$ cat config.mk
export PLATFORM = sky130hd
export DESIGN_NAME = vga_timing_gen
export DESIGN_NICKNAME = d
export VERILOG_FILES = /design/src/rtl/vga_pkg.sv /design/src/rtl/vga_timing_gen.sv
export SDC_FILE = /design/constraint.sdc
export NUM_CORES = 1
export LEC_CHECK = 0
export BUFFER_PORTS_ARGS = -buffer_cell sky130_fd_sc_hd__clkbuf_2
export CAP_MARGIN = 20
export CORE_MARGIN = 2
export CORE_UTILIZATION = 57
export DETAILED_ROUTE_END_ITERATION = 10
export GPL_TIMING_DRIVEN = 1
export PLACE_DENSITY = 0.79
export SYNTH_ARGS = -nofsm -noshare
export SYNTH_HDL_FRONTEND = slang
export SYNTH_SLANG_ARGS = --single-unit
$ cat constraint.sdc
create_clock -name clk -period 4.1 [get_ports clk]
set_input_delay 0.615 -clock clk [delete_from_list [all_inputs] [get_ports clk]]
set_output_delay 0.615 -clock clk [all_outputs]
set_load 0.02 [all_outputs]
$ cat src/rtl/vga_pkg.sv
// Shared VESA 800x600@60 timing constants and helpers for every block that
// interprets hcount/vcount (timing generator, pixel sources, frame writers).
package vga_pkg;

    localparam int unsigned CNT_W   = 11;
    localparam int unsigned FRAME_W = 16;

    typedef logic [CNT_W-1:0]   cnt_t;
    typedef logic [FRAME_W-1:0] frame_t;

    // Horizontal timing in pixel clocks; sync stop is the last high column.
    localparam cnt_t H_TOTAL      = 11'd1056;
    localparam cnt_t H_VISIBLE    = 11'd800;
    localparam cnt_t H_SYNC_START = 11'd840;
    localparam cnt_t H_SYNC_STOP  = 11'd967;
    localparam cnt_t H_LAST       = H_TOTAL - 11'd1;

    // Vertical timing in lines; sync stop is the last high line.
    localparam cnt_t V_TOTAL      = 11'd628;
    localparam cnt_t V_VISIBLE    = 11'd600;
    localparam cnt_t V_SYNC_START = 11'd601;
    localparam cnt_t V_SYNC_STOP  = 11'd604;
    localparam cnt_t V_LAST       = V_TOTAL - 11'd1;

    // WAIT_FIRST presents the origin on the first enabled edge after reset.
    typedef enum logic {
        ST_WAIT_FIRST = 1'b0,
        ST_RUN        = 1'b1
    } vga_state_t;

    function automatic logic in_range(input cnt_t value, input cnt_t lo, input cnt_t hi);
        return (value >= lo) && (value <= hi);
    endfunction

endpackage

$ cat src/rtl/vga_timing_gen.sv
// VESA 800x600@60 raster timing: pixel/line counters with sync, blanking,
// start-of-frame and completed-frame count, all registered and aligned.
module vga_timing_gen
    import vga_pkg::*;
(
    input  logic               clk,
    input  logic               rst,
    input  logic               en,
    output logic [CNT_W-1:0]   hcount,
    output logic [CNT_W-1:0]   vcount,
    output logic               hsync,
    output logic               vsync,
    output logic               hblnk,
    output logic               vblnk,
    output logic               sof,
    output logic [FRAME_W-1:0] frame_cnt
);

    vga_state_t state_q, state_d;
    cnt_t       hcount_q, hcount_d;
    cnt_t       vcount_q, vcount_d;
    logic       hsync_q, hsync_d;
    logic       vsync_q, vsync_d;
    logic       hblnk_q, hblnk_d;
    logic       vblnk_q, vblnk_d;
    logic       sof_q, sof_d;
    frame_t     frame_cnt_q, frame_cnt_d;

    always_ff @(posedge clk or posedge rst) begin
        if (rst) begin
            state_q     <= ST_WAIT_FIRST;
            hcount_q    <= '0;
            vcount_q    <= '0;
            hsync_q     <= 1'b0;
            vsync_q     <= 1'b0;
            hblnk_q     <= 1'b0;
            vblnk_q     <= 1'b0;
            sof_q       <= 1'b0;
            frame_cnt_q <= '0;
        end else begin
            state_q     <= state_d;
            hcount_q    <= hcount_d;
            vcount_q    <= vcount_d;
            hsync_q     <= hsync_d;
            vsync_q     <= vsync_d;
            hblnk_q     <= hblnk_d;
            vblnk_q     <= vblnk_d;
            sof_q       <= sof_d;
            frame_cnt_q <= frame_cnt_d;
        end
    end

    // Next counts first, then flags decoded from those counts so they land together.
    always_comb begin
        state_d     = state_q;
        hcount_d    = hcount_q;
        vcount_d    = vcount_q;
        hsync_d     = hsync_q;
        vsync_d     = vsync_q;
        hblnk_d     = hblnk_q;
        vblnk_d     = vblnk_q;
        sof_d       = 1'b0;
        frame_cnt_d = frame_cnt_q;

        if (en) begin
            case (state_q)
                ST_WAIT_FIRST: begin
                    hcount_d = '0;
                    vcount_d = '0;
                    state_d  = ST_RUN;
                end
                ST_RUN: begin
                    if (hcount_q == H_LAST) begin
                        hcount_d = '0;
                        vcount_d = (vcount_q == V_LAST) ? '0 : vcount_q + CNT_W'(1);
                    end else begin
                        hcount_d = hcount_q + CNT_W'(1);
                    end
                end
                default: begin
                    hcount_d = '0;
                    vcount_d = '0;
                    state_d  = ST_WAIT_FIRST;
                end
            endcase

            sof_d   = (hcount_d == '0) && (vcount_d == '0);
            hblnk_d = (hcount_d >= H_VISIBLE);
            vblnk_d = (vcount_d >= V_VISIBLE);
            hsync_d = in_range(hcount_d, H_SYNC_START, H_SYNC_STOP);
            vsync_d = in_range(vcount_d, V_SYNC_START, V_SYNC_STOP);

            // The origin shown straight after reset is not a completed frame.
            if (sof_d && (state_q == ST_RUN)) begin
                frame_cnt_d = frame_cnt_q + FRAME_W'(1);
            end
        end
    end

    assign hcount    = hcount_q;
    assign vcount    = vcount_q;
    assign hsync     = hsync_q;
    assign vsync     = vsync_q;
    assign hblnk     = hblnk_q;
    assign vblnk     = vblnk_q;
    assign sof       = sof_q;
    assign frame_cnt = frame_cnt_q;

endmodule

==> results.md, run 1 <==
* Leakage at 1.475 nW
* I/O pins at 46
* Tcrit/Tclk final at 87.66%
* Clk sinks at 44
* Vias in the first global route at 2,593
* Post-synth EDFFs at 0
* Worst skew pair latency at 0.30 ns
* Worst-path fanout max at 16
* Fraction of registers with async set/reset at 100.0%
* Crit Reg-Reg Startpoint: hcount[10]$_DFFE_PP0P_
* Max incr delay on CP at 0.58 ns
* Setup TNS at 0 ns
* Max_slew headroom at 39.14%
* Synthesized flop and latch total at 44
* Residual DRC at 0
* Post-DP HPWL at 4.961 mm
* Placement row count at 26
* Clk_skew at 0.009124 ns
* Worst slew pin tran at 0.9116 ns
* Req. time, crit path at 4.29 ns
* Core Util, Final at 65.73%
* Max-Cap Viols at 0
* Pins Over Slew Limit at 0
* Post-CTS Setup Inserts at 0
* Crit path from: hcount[10]$_DFFE_PP0P_
* Ranking of synthesized cells by area: dfrtp_1 (37%), xnor2_1 (7.3%), nand2_1 (4.5%), o21ai_0 (4.5%), nand3_1 (4.2%)
* Routed Antenna Nets at 0
* Xor and xnor fraction of the mapped netlist area at 9.346%
* Final Wtd Congestion at 0.8593
* Initial antenna violation count at 0
* Hold-fix buffers, CTS at 0
* Yosys top cell by area: dfrtp_1
* Buffers on Ports at 45
* Die Ht at 76.37 um
* Drt pass-1 iters at 6
* Worst min path class: input pin to async pin
* Unrepaired setup endpoints after global routing: no
* Fraction of the mapped netlist area in adder cells at 1.257%
* Htree depth at 2
* Largest net degree at the start of global routing at 45
* Max VDD drop at 0.2768 mV
* Status: finished clean
* CP Launch Type: register
* CP Buf/Inv Count at 1
* Post-synthesis sequential area ratio at 36.88%
* Setup WS post-layout at 0.5060 ns
* CP Capture Type: register
* CTS root buf: clkbuf_8
* Overall routed net length at 7.419 mm
* CP max-delay cell: or4_4
* Combinational family with the most area after synthesis: simple AND/OR/NAND/NOR gates
* TritonCTS clock tree: yes
* Post-Syn Area at 2985 sq um
* First-pass GRT wire length at 12.65 mm
* Compound-Gate Fraction of Synth Area at 17.10%
* Synth warn at 0
* Vias/cell at 6.300
* Synth top cells by count: dfrtp_1 (44), nand2_1 (36), o21ai_0 (27), nand3_1 (25), xnor2_1 (25)
* Core Area at 5075 sq um
* Max Root-Sink Buffers at 2
* Simple-gate area share of the yosys netlist at 27.45%
* Ant diodes at 0
* Setup Slack @ Placement at 0.5541 ns
* Drt wl/cell at 16.63 um
* Final Hold Fails at 0
* Synthesized area per cell at 8.729 sq um
* 1st-iter DRT viols at 359
* Pwr/cell area at 390.0 nW/um^2
* Final Net Count at 381
* Post-synth cell types at 66
* Post-synthesis mux area share at 2.724%
* Post-synth top area share at 36.88%
* Die area at 5832 sq um
* Fraction of layout cells with a size suffix above 1 at 22.61%
* R2R setup slack at 0.51 ns
* Worst-path clk slew at 0.09 ns
* Final Critical Period at 3.594 ns
* Setup CP Type: register to register
* Fmax at 278.2 MHz
* Setup violators final at 0
* All-Layer GR Usage at 26.70%
* Total gr overflow at 0
* Worst Path Arrival at 3.79 ns
* Vias at 2,810
* Cell Chain, Critical Path: or3b_2 > or4_4 > nor2_1 > xor2_1 > or4_4 > a2111oi_4 > buf_4 > nand2_2 > mux2_1
* Top-count cell post-synth: dfrtp_1
* Die width at 76.37 um
* Initial Util at 58.83%
* Delay-heaviest family, CP: simple AND/OR/NAND/NOR gates
* Syn Nets at 348
* Total CTS buffers at 5
* Resize count post-CTS at 0
* Fillers at 467
* Cell mode on critical path: or4_4
* P&R area growth vs syn at 11.74%
* Post-synthesis instance total at 342
* Primary FF master, synth: dfrtp_1
layer usage:
layer	global-route usage [%]	vias to the layer above	part of all wire, %
met5	0	-	0
met4	10.00	0	2.0
met3	4.976	23	8.5
met2	41.15	156	47
met1	37.72	1320	43
li1	-	1311	-
worst register-to-register path, cell delays in order (launching register included):
cell       delay, ns
dfrtp_1         0.54
or3b_2          0.54
or4_4           0.58
nor2_1          0.18
xor2_1          0.12
or4_4           0.52
a2111oi_4       0.34
buf_4           0.26
nand2_2         0.09
mux2_1          0.33
through the flow:
| step | hold slack, ns | cells | power, mW | cell area [sq um] |
|---|---|---|---|---|
| after floorplan | 0.5823 | 342 | 0.8713 | 2985 |
| after global placement | 0.4619 | 438 | 0.9446 | 3221 |
| after detailed placement | 0.4752 | 438 | 0.9553 | 3221 |
| after CTS | 0.4879 | 446 | 1.302 | 3336 |
| after global routing | 0.5128 | 446 | 1.379 | 3336 |
| final | 0.4868 | 446 | 1.301 | 3336 |
where the power goes:
group / switching, mW / internal, mW / leakage (nW) / total [mW]
Combinational: 0.242 / 0.158 / 0.838 / 0.400
Sequential: 0.0852 / 0.470 / 0.583 / 0.555
Clock: 0.162 / 0.184 / 0.0548 / 0.346
cell usage in the layout, fill, tap and decap left out, drive strengths merged, types with 2 or more instances in the layout:
| master | count |
|---|---|
| or4 | 4 |
| nor3 | 7 |
| nand3 | 25 |
| clkbuf | 50 |
| o41ai | 2 |
| xnor2 | 25 |
| nand2 | 38 |
| mux2 | 6 |
| and3 | 10 |
| ha | 3 |
| xor2 | 6 |
| a21o | 2 |
| nor3b | 2 |
| o22a | 2 |
| nor2 | 23 |
| a21oi | 14 |
| or2 | 3 |
| or3 | 4 |
| o2bb2ai | 2 |
| a2111oi | 2 |
| and4 | 3 |
| a22o | 2 |
| a31oi | 2 |
| buf | 8 |
| nand4 | 17 |
| o21ai | 28 |
| nor4 | 2 |
| dfrtp | 44 |
| o31ai | 11 |
| inv | 5 |
cell families after synthesis:
| kind of cell | after synthesis |
|---|---|
| adder cells (fa/ha/maj) | 3 |
| XOR/XNOR | 31 |
| AO/OA/AOI/OAI | 77 |
| buffers and inverters | 32 |
| flip-flops | 44 |
| multiplexers | 7 |
| AND/OR/NAND/NOR | 148 |
registers in the layout (all words and copies together) (netlist names):
signal	count
state_q	1
hcount	11
vsync	1
hsync	1
hblnk	1
vcount	11
sof	1
frame_cnt	16
vblnk	1
worst paths after layout:
check                                       endpoint  depth (start not counted)
max in group asynchronous        state_q$_DFFE_PP0P_                          2
setup / recovery            frame_cnt[1]$_DFFE_PP0P_                          9
hold reg to reg            frame_cnt[15]$_DFFE_PP0P_                          1
hold / removal                 vcount[3]$_DFFE_PP0P_                          2
setup reg to reg            frame_cnt[1]$_DFFE_PP0P_                          9
min in group clk           frame_cnt[15]$_DFFE_PP0P_                          1
final cells by class:
type / count / area, sq um / share of cell area, %
clock inverter: 3 / 46.29 / 1.388
clock buffer: 5 / 68.82 / 2.063
tap: 70 / 87.58 / 2.626
inverter: 5 / 18.77 / 0.5626
timing repair buffer: 53 / 285.3 / 8.552
multi-input combinational: 266 / 1728 / 51.80
sequential: 44 / 1101 / 33.01
Note: power is estimated with default switching activity, not from simulation.
==> run 2: changes to the inputs <==
==> config.mk (replaced) <==
export PLATFORM = sky130hd
export DESIGN_NAME = vga_timing_gen
export DESIGN_NICKNAME = d
export VERILOG_FILES = /design/src/rtl/vga_pkg.sv /design/src/rtl/vga_timing_gen.sv
export SDC_FILE = /design/constraint.sdc
export NUM_CORES = 1
export LEC_CHECK = 0
export CAP_MARGIN = 20
export CORE_ASPECT_RATIO = 1.1
export CORE_MARGIN = 2
export CORE_UTILIZATION = 25
export DETAILED_ROUTE_END_ITERATION = 10
export DONT_BUFFER_PORTS = 1
export GPL_TIMING_DRIVEN = 1
export PLACE_DENSITY = 0.37
export SYNTH_ARGS = -nofsm -noshare
export SYNTH_HDL_FRONTEND = slang
export SYNTH_SLANG_ARGS = --single-unit
==> run 2 against run 1 <==
Net effect:
- non-clock buffer count down 35
- combinational power up 16%
- clock-buffer cell count unchanged
- fmax up 5.8%
- routed wire length up 23%
- highest routed layer unchanged
==> results.md, run 2 (same netlist as run 1, synthesis figures left out) <==
* Status: finished clean (unchanged)
* I/O pins at 46 (unchanged)
* Htree depth at 2 (unchanged)
* Unrepaired setup endpoints after global routing: no (unchanged)
* Die width at 108.2 um (was 76.37 um)
* Routed Antenna Nets at 0 (unchanged)
* Max VDD drop at 0.1444 mV (was 0.2768 mV)
* Leading cell type in the layout, fill and taps excluded: dfrtp_1 (was clkbuf_2)
* Resize count post-CTS at 0 (unchanged)
* Worst Path Arrival at 3.57 ns (was 3.79 ns)
* Layout Cells excl Fill at 490 (was 446)
* Leakage at 1.361 nW (was 1.475 nW)
* All-Layer GR Usage at 14.66% (was 26.70%)
* Vias in the first global route at 2,582 (was 2,593)
* Worst slew pin tran at 0.7779 ns (was 0.9116 ns)
* Buffers on Ports at 0 (was 45)
* Setup WS post-layout at 0.7027 ns (was 0.5060 ns)
* Drt pass-1 iters at 4 (was 6)
* Fraction of layout cells with a size suffix above 1 at 14.41% (was 22.61%)
* Inst Count DP at 482 (was 438)
* Clk sinks at 44 (unchanged)
* 1st-iter DRT viols at 106 (was 359)
* Setup CP Type: register to register (unchanged)
* Largest net degree at the start of global routing at 45 (unchanged)
* CTS root buf: clkbuf_16 (was clkbuf_8)
* Hold-fix buffers, CTS at 0 (unchanged)
* Tcrit/Tclk final at 82.86% (was 87.66%)
* Number of flip-flops in the largest register at 16 (unchanged)
* Core Area at 11,540 sq um (was 5075 sq um)
* Max_slew headroom at 47.79% (was 39.14%)
* Post-CTS Setup Inserts at 0 (unchanged)
* Final Critical Period at 3.397 ns (was 3.594 ns)
* Initial Util at 25.86% (was 58.83%)
* Placement row count at 41 (was 26)
* Fmax at 294.4 MHz (was 278.2 MHz)
* CP Capture Type: register (unchanged)
* Commonest cells after routing, fill and taps aside: dfrtp_1 (44), nand2_1 (36), o21ai_0 (27) (was clkbuf_2 (45), dfrtp_1 (44), nand2_1 (36))
* Pwr/cell area at 446.5 nW/um^2 (was 390.0 nW/um^2)
* Total CTS buffers at 5 (unchanged)
* Setup TNS at 0 ns (unchanged)
* Clk_skew at 0.002793 ns (was 0.009124 ns)
* Worst-path clk slew at 0.07 ns (was 0.09 ns)
* Drt wl/cell at 18.57 um (was 16.63 um)
* Pins Over Slew Limit at 0 (unchanged)
* P&R area growth vs syn at 12.82% (was 11.74%)
* Total gr overflow at 0 (unchanged)
* Power Total at 1.504 mW (was 1.301 mW)
* Worst min path class: input pin to async pin (unchanged)
* TritonCTS clock tree: yes (unchanged)
* Final Net Count at 346 (was 381)
* Vias/cell at 5.204 (was 6.300)
* Overall routed net length at 9.097 mm (was 7.419 mm)
* Residual DRC at 0 (unchanged)
* Die area at 12,830 sq um (was 5832 sq um)
* Core Util, Final at 29.18% (was 65.73%)
* Initial antenna violation count at 0 (unchanged)
* Req. time, crit path at 4.28 ns (was 4.29 ns)
* Vias at 2,550 (was 2,810)
* Worst skew pair latency at 0.29 ns (was 0.30 ns)
* Max Root-Sink Buffers at 2 (unchanged)
* Final Wtd Congestion at 0.7978 (was 0.8593)
* Final Hold Fails at 0 (unchanged)
* Die Ht at 118.6 um (was 76.37 um)
* Setup violators final at 0 (unchanged)
* Max-Cap Viols at 0 (unchanged)
* Ant diodes at 0 (unchanged)
* Setup Slack @ Placement at 0.6967 ns (was 0.5541 ns)
* Post-DP HPWL at 6.210 mm (was 4.961 mm)
* Worst-path fanout max at 16 (unchanged)
* CP Launch Type: register (unchanged)
* First-pass GRT wire length at 14.73 mm (was 12.65 mm)
[run 2: power breakdown]
group | switching [mW] | leakage, nW | internal [mW]
clock network | 0.185 | 0.0899 | 0.346
logic | 0.295 | 0.688 | 0.169
registers | 0.0364 | 0.583 | 0.471
total | 0.517 | 1.36 | 0.987
[run 2: final cells by class]
cell class	count	area, sq um
fillers	1251	8174
multi-input cells	266	1728
flip-flops and latches	44	1101
well taps	150	187.7
repair buffers	18	147.6
clock buffers	5	125.1
clock inverters	2	60.06
inverters	5	18.77
[run 2: through the flow]
stage | hold slack (ns) | instance area [sq um]
floorplan | 0.5823 | 2985
global placement | 0.6251 | 3163
detailed placement | 0.6231 | 3163
CTS | 0.4486 | 3348
global route | 0.1487 | 3368
finish | 0.1275 | 3368
[run 2: worst max-delay path, cell delays in order, from the launching register on]
cell,delay [ns]
dfrtp_1,0.38
or3b_2,0.52
or4_4,0.59
nor2_1,0.16
xor2_1,0.11
or4_4,0.52
a2111oi_4,0.34
buf_4,0.25
nand2_2,0.09
mux2_1,0.31
[run 2: path summary, 6_finish.rpt]
check	from	end	slack, ns	cells past startpoint
worst max-delay path	hcount[5]$_DFFE_PP0P_	frame_cnt[1]$_DFFE_PP0P_	0.70	9
worst min-delay path	rst	vblnk$_DFFE_PP0P_	0.13	1
worst max register to register	hcount[5]$_DFFE_PP0P_	frame_cnt[1]$_DFFE_PP0P_	0.70	9
worst min register to register	frame_cnt[15]$_DFFE_PP0P_	frame_cnt[15]$_DFFE_PP0P_	0.62	1
max in group asynchronous	rst	hcount[4]$_DFFE_PP0P_	3.50	2
min in group clk	en	hcount[1]$_DFFE_PP0P_	0.45	2
[run 2: per-layer routing]
| metal | share of wire (%) | track usage (%) | up-vias |
|---|---|---|---|
| met1 | 46 | 19.60 | 1238 |
| met2 | 46 | 22.80 | 57 |
| li1 | - | - | 1244 |
| met3 | 6.1 | 4.082 | 11 |
| met5 | 0 | 0 | - |
| met4 | 1.9 | 4.647 | 0 |
==> run 3: changes to the inputs <==
==> constraint.sdc (replaced) <==
create_clock -name clk -period 3.3 [get_ports clk]
set_input_delay 0.495 -clock clk [delete_from_list [all_inputs] [get_ports clk]]
set_output_delay 0.495 -clock clk [all_outputs]
set_load 0.02 [all_outputs]
==> run 3 against run 2 <==
Net effect:
- largest power group is now registers
- highest routed layer unchanged
- clock-buffer cell count did not move
- clock power is 12% higher
- fmax grew 6.8%
- largest cell class unchanged
- die area stayed put
==> results.md, run 3 (same netlist as run 1, synthesis figures left out) <==
* Overall routed net length at 9.218 mm (was 9.097 mm)
* Final Net Count at 369 (was 346)
* DR top layer: met4 (unchanged)
* Pins Over Slew Limit at 0 (unchanged)
* Unrepaired setup endpoints after global routing: no (unchanged)
* Residual DRC at 0 (unchanged)
* Core Area at 11,540 sq um (unchanged)
* I/O pins at 46 (unchanged)
* Leading cell type in the layout, fill and taps excluded: dfrtp_1 (unchanged)
* Worst slew pin tran at 0.6861 ns (was 0.7779 ns)
* M1 wire length at 4.202 mm (was 4.225 mm)
* Worst r2r path cells at 9 (unchanged)
* Met3 WL at 581 um (was 557 um)
* Crit Reg-Reg Startpoint: hcount[7]$_DFFE_PP0P_ (was hcount[5]$_DFFE_PP0P_)
* Die area at 12,830 sq um (unchanged)
* Placement row count at 41 (unchanged)
* CTS root buf: clkbuf_16 (unchanged)
* P&R area growth vs syn at 19.53% (was 12.82%)
* Clk_skew at 0.01124 ns (was 0.002793 ns)
* Clk sinks at 44 (unchanged)
* Worst-path clk slew at 0.07 ns (about the same)
* Setup CP Type: register to register (unchanged)
* Worst min path class: input pin to async pin (unchanged)
* Number of flip-flops in the largest register at 16 (unchanged)
* R2R setup slack at 0.12 ns (was 0.70 ns)
* Initial antenna violation count at 0 (unchanged)
* Drt wl/cell at 17.93 um (was 18.57 um)
* Commonest cells after routing, fill and taps aside: dfrtp_1 (43), buf_4 (39), nand2_1 (36) (was dfrtp_1 (44), nand2_1 (36), o21ai_0 (27))
* Max_slew headroom at 53.77% (was 47.79%)
* Htree depth at 2 (unchanged)
* Worst skew pair latency at 0.30 ns (was 0.29 ns)
* Status: finished clean (unchanged)
* Tcrit/Tclk final at 96.36% (was 82.86%)
* Die Ht at 118.6 um (unchanged)
* CP Capture Type: register (unchanged)
* Setup TNS at 0 ns (unchanged)
* Setup violators final at 0 (unchanged)
* Final Wtd Congestion at 0.8363 (was 0.7978)
* Largest net degree at the start of global routing at 45 (unchanged)
* Total gr overflow at 0 (unchanged)
* Vias at 2,697 (was 2,550)
* All-Layer GR Usage at 14.78% (was 14.66%)
* Fraction of layout cells with a size suffix above 1 at 21.15% (was 14.41%)
* Fmax at 314.5 MHz (was 294.4 MHz)
* CP Launch Type: register (unchanged)
* Final Hold Fails at 0 (unchanged)
* FF-to-FF End: frame_cnt[1]$_DFFE_PP0P_ (unchanged)
* Max-Cap Viols at 0 (unchanged)
* Core Util, Final at 30.92% (was 29.18%)
* Die width at 108.2 um (unchanged)
* Max VDD drop at 0.1898 mV (was 0.1444 mV)
* Leakage at 1.462 nW (was 1.361 nW)
* Fillers at 1,240 (was 1,251)
* Initial Util at 25.86% (unchanged)
* Req. time, crit path at 3.48 ns (was 4.28 ns)
* Drt pass-1 iters at 4 (unchanged)
* Met2 wire length at 4.236 mm (was 4.140 mm)
* Worst-path fanout max at 16 (unchanged)
* TritonCTS clock tree: yes (unchanged)
* Total CTS buffers at 5 (unchanged)
* Vias/cell at 5.247 (was 5.204)
* Buffers on Ports at 0 (unchanged)
* Routed Antenna Nets at 0 (unchanged)
* Final Critical Period at 3.180 ns (was 3.397 ns)
* First-pass GRT wire length at 14.90 mm (was 14.73 mm)
* Max Root-Sink Buffers at 2 (unchanged)
* 1st-iter DRT viols at 87 (was 106)
* Hold-fix buffers, CTS at 0 (unchanged)
* Ant diodes at 0 (unchanged)
* Post-DP HPWL at 6.612 mm (was 6.210 mm)
* Worst Path Arrival at 3.36 ns (was 3.57 ns)
* Vias in the first global route at 2,692 (was 2,582)
* Pwr/cell area at 518.3 nW/um^2 (was 446.5 nW/um^2)
run 3: power breakdown:
part | internal [mW] | switching [mW] | leakage [nW]
combinational | 0.241 | 0.383 | 0.800
sequential | 0.587 | 0.0400 | 0.582
clock | 0.360 | 0.238 | 0.0804
run 3: worst max path at each step:
stage,to,cells past startpoint,start
after global placement,frame_cnt[1]$_DFFE_PP0P_,10,hcount[5]$_DFFE_PP0P_
after CTS,frame_cnt[1]$_DFFE_PP0P_,9,hcount[5]$_DFFE_PP0P_
after detailed placement,frame_cnt[1]$_DFFE_PP0P_,9,hcount[5]$_DFFE_PP0P_
after floorplan,frame_cnt[1]$_DFFE_PP0P_,9,hcount[8]$_DFFE_PP0P_
after global routing,frame_cnt[1]$_DFFE_PP0P_,9,hcount[7]$_DFFE_PP0P_
final,frame_cnt[1]$_DFFE_PP0P_,9,hcount[7]$_DFFE_PP0P_
run 3: area by class of cell:
type	instances	area, sq um	share of cell area, %
Clock buffer	5	125.1	3.506
Clock inverter	3	46.29	1.297
Inverter	5	18.77	0.5259
Multi-Input combinational cell	266	1755	49.19
Sequential cell	44	1102	30.89
Tap cell	150	187.7	5.259
Timing Repair Buffer	41	332.8	9.327
run 3: what timing repair did:
action / in CTS / in global routing
setup endpoints to repair: 0 / 1
setup buffers: 0 / 0
resized for setup: 0 / 3
run 3: critical path, cell delays in order (launching register included):
cell and delay [ns]:
dfrtp_1 0.37, or3_4 0.44, or4_4 0.56, nor2_2 0.13, xor2_1 0.10, or4_4 0.50
a2111oi_4 0.38, buf_12 0.19, nand2_2 0.07, mux2_1 0.33
run 3: metal layers:
layer | GRT usage [%] | vias up
met5 | 0 | -
met4 | 4.968 | 0
met3 | 3.916 | 14
met2 | 22.64 | 72
met1 | 20.04 | 1312
li1 | - | 1299
run 3: stage by stage:
| step | total power, mW | setup WS [ns] | hold WS, ns | instances | cell area [sq um] |
|---|---|---|---|---|---|
| 6_report | 1.849 | 0.1201 | 0.04112 | 514 | 3568 |
| 5_1_grt | 1.959 | 0.02115 | 0.05784 | 514 | 3568 |
| 4_1_cts | 1.862 | 0.09256 | 0.3306 | 513 | 3535 |
| 3_5_place_dp | 1.254 | 0.1166 | 0.6174 | 505 | 3363 |
| 3_3_place_gp | 1.258 | 0.1013 | 0.6157 | 505 | 3363 |
| 2_1_floorplan | 1.090 | 0.002732 | 0.5823 | 342 | 3003 |
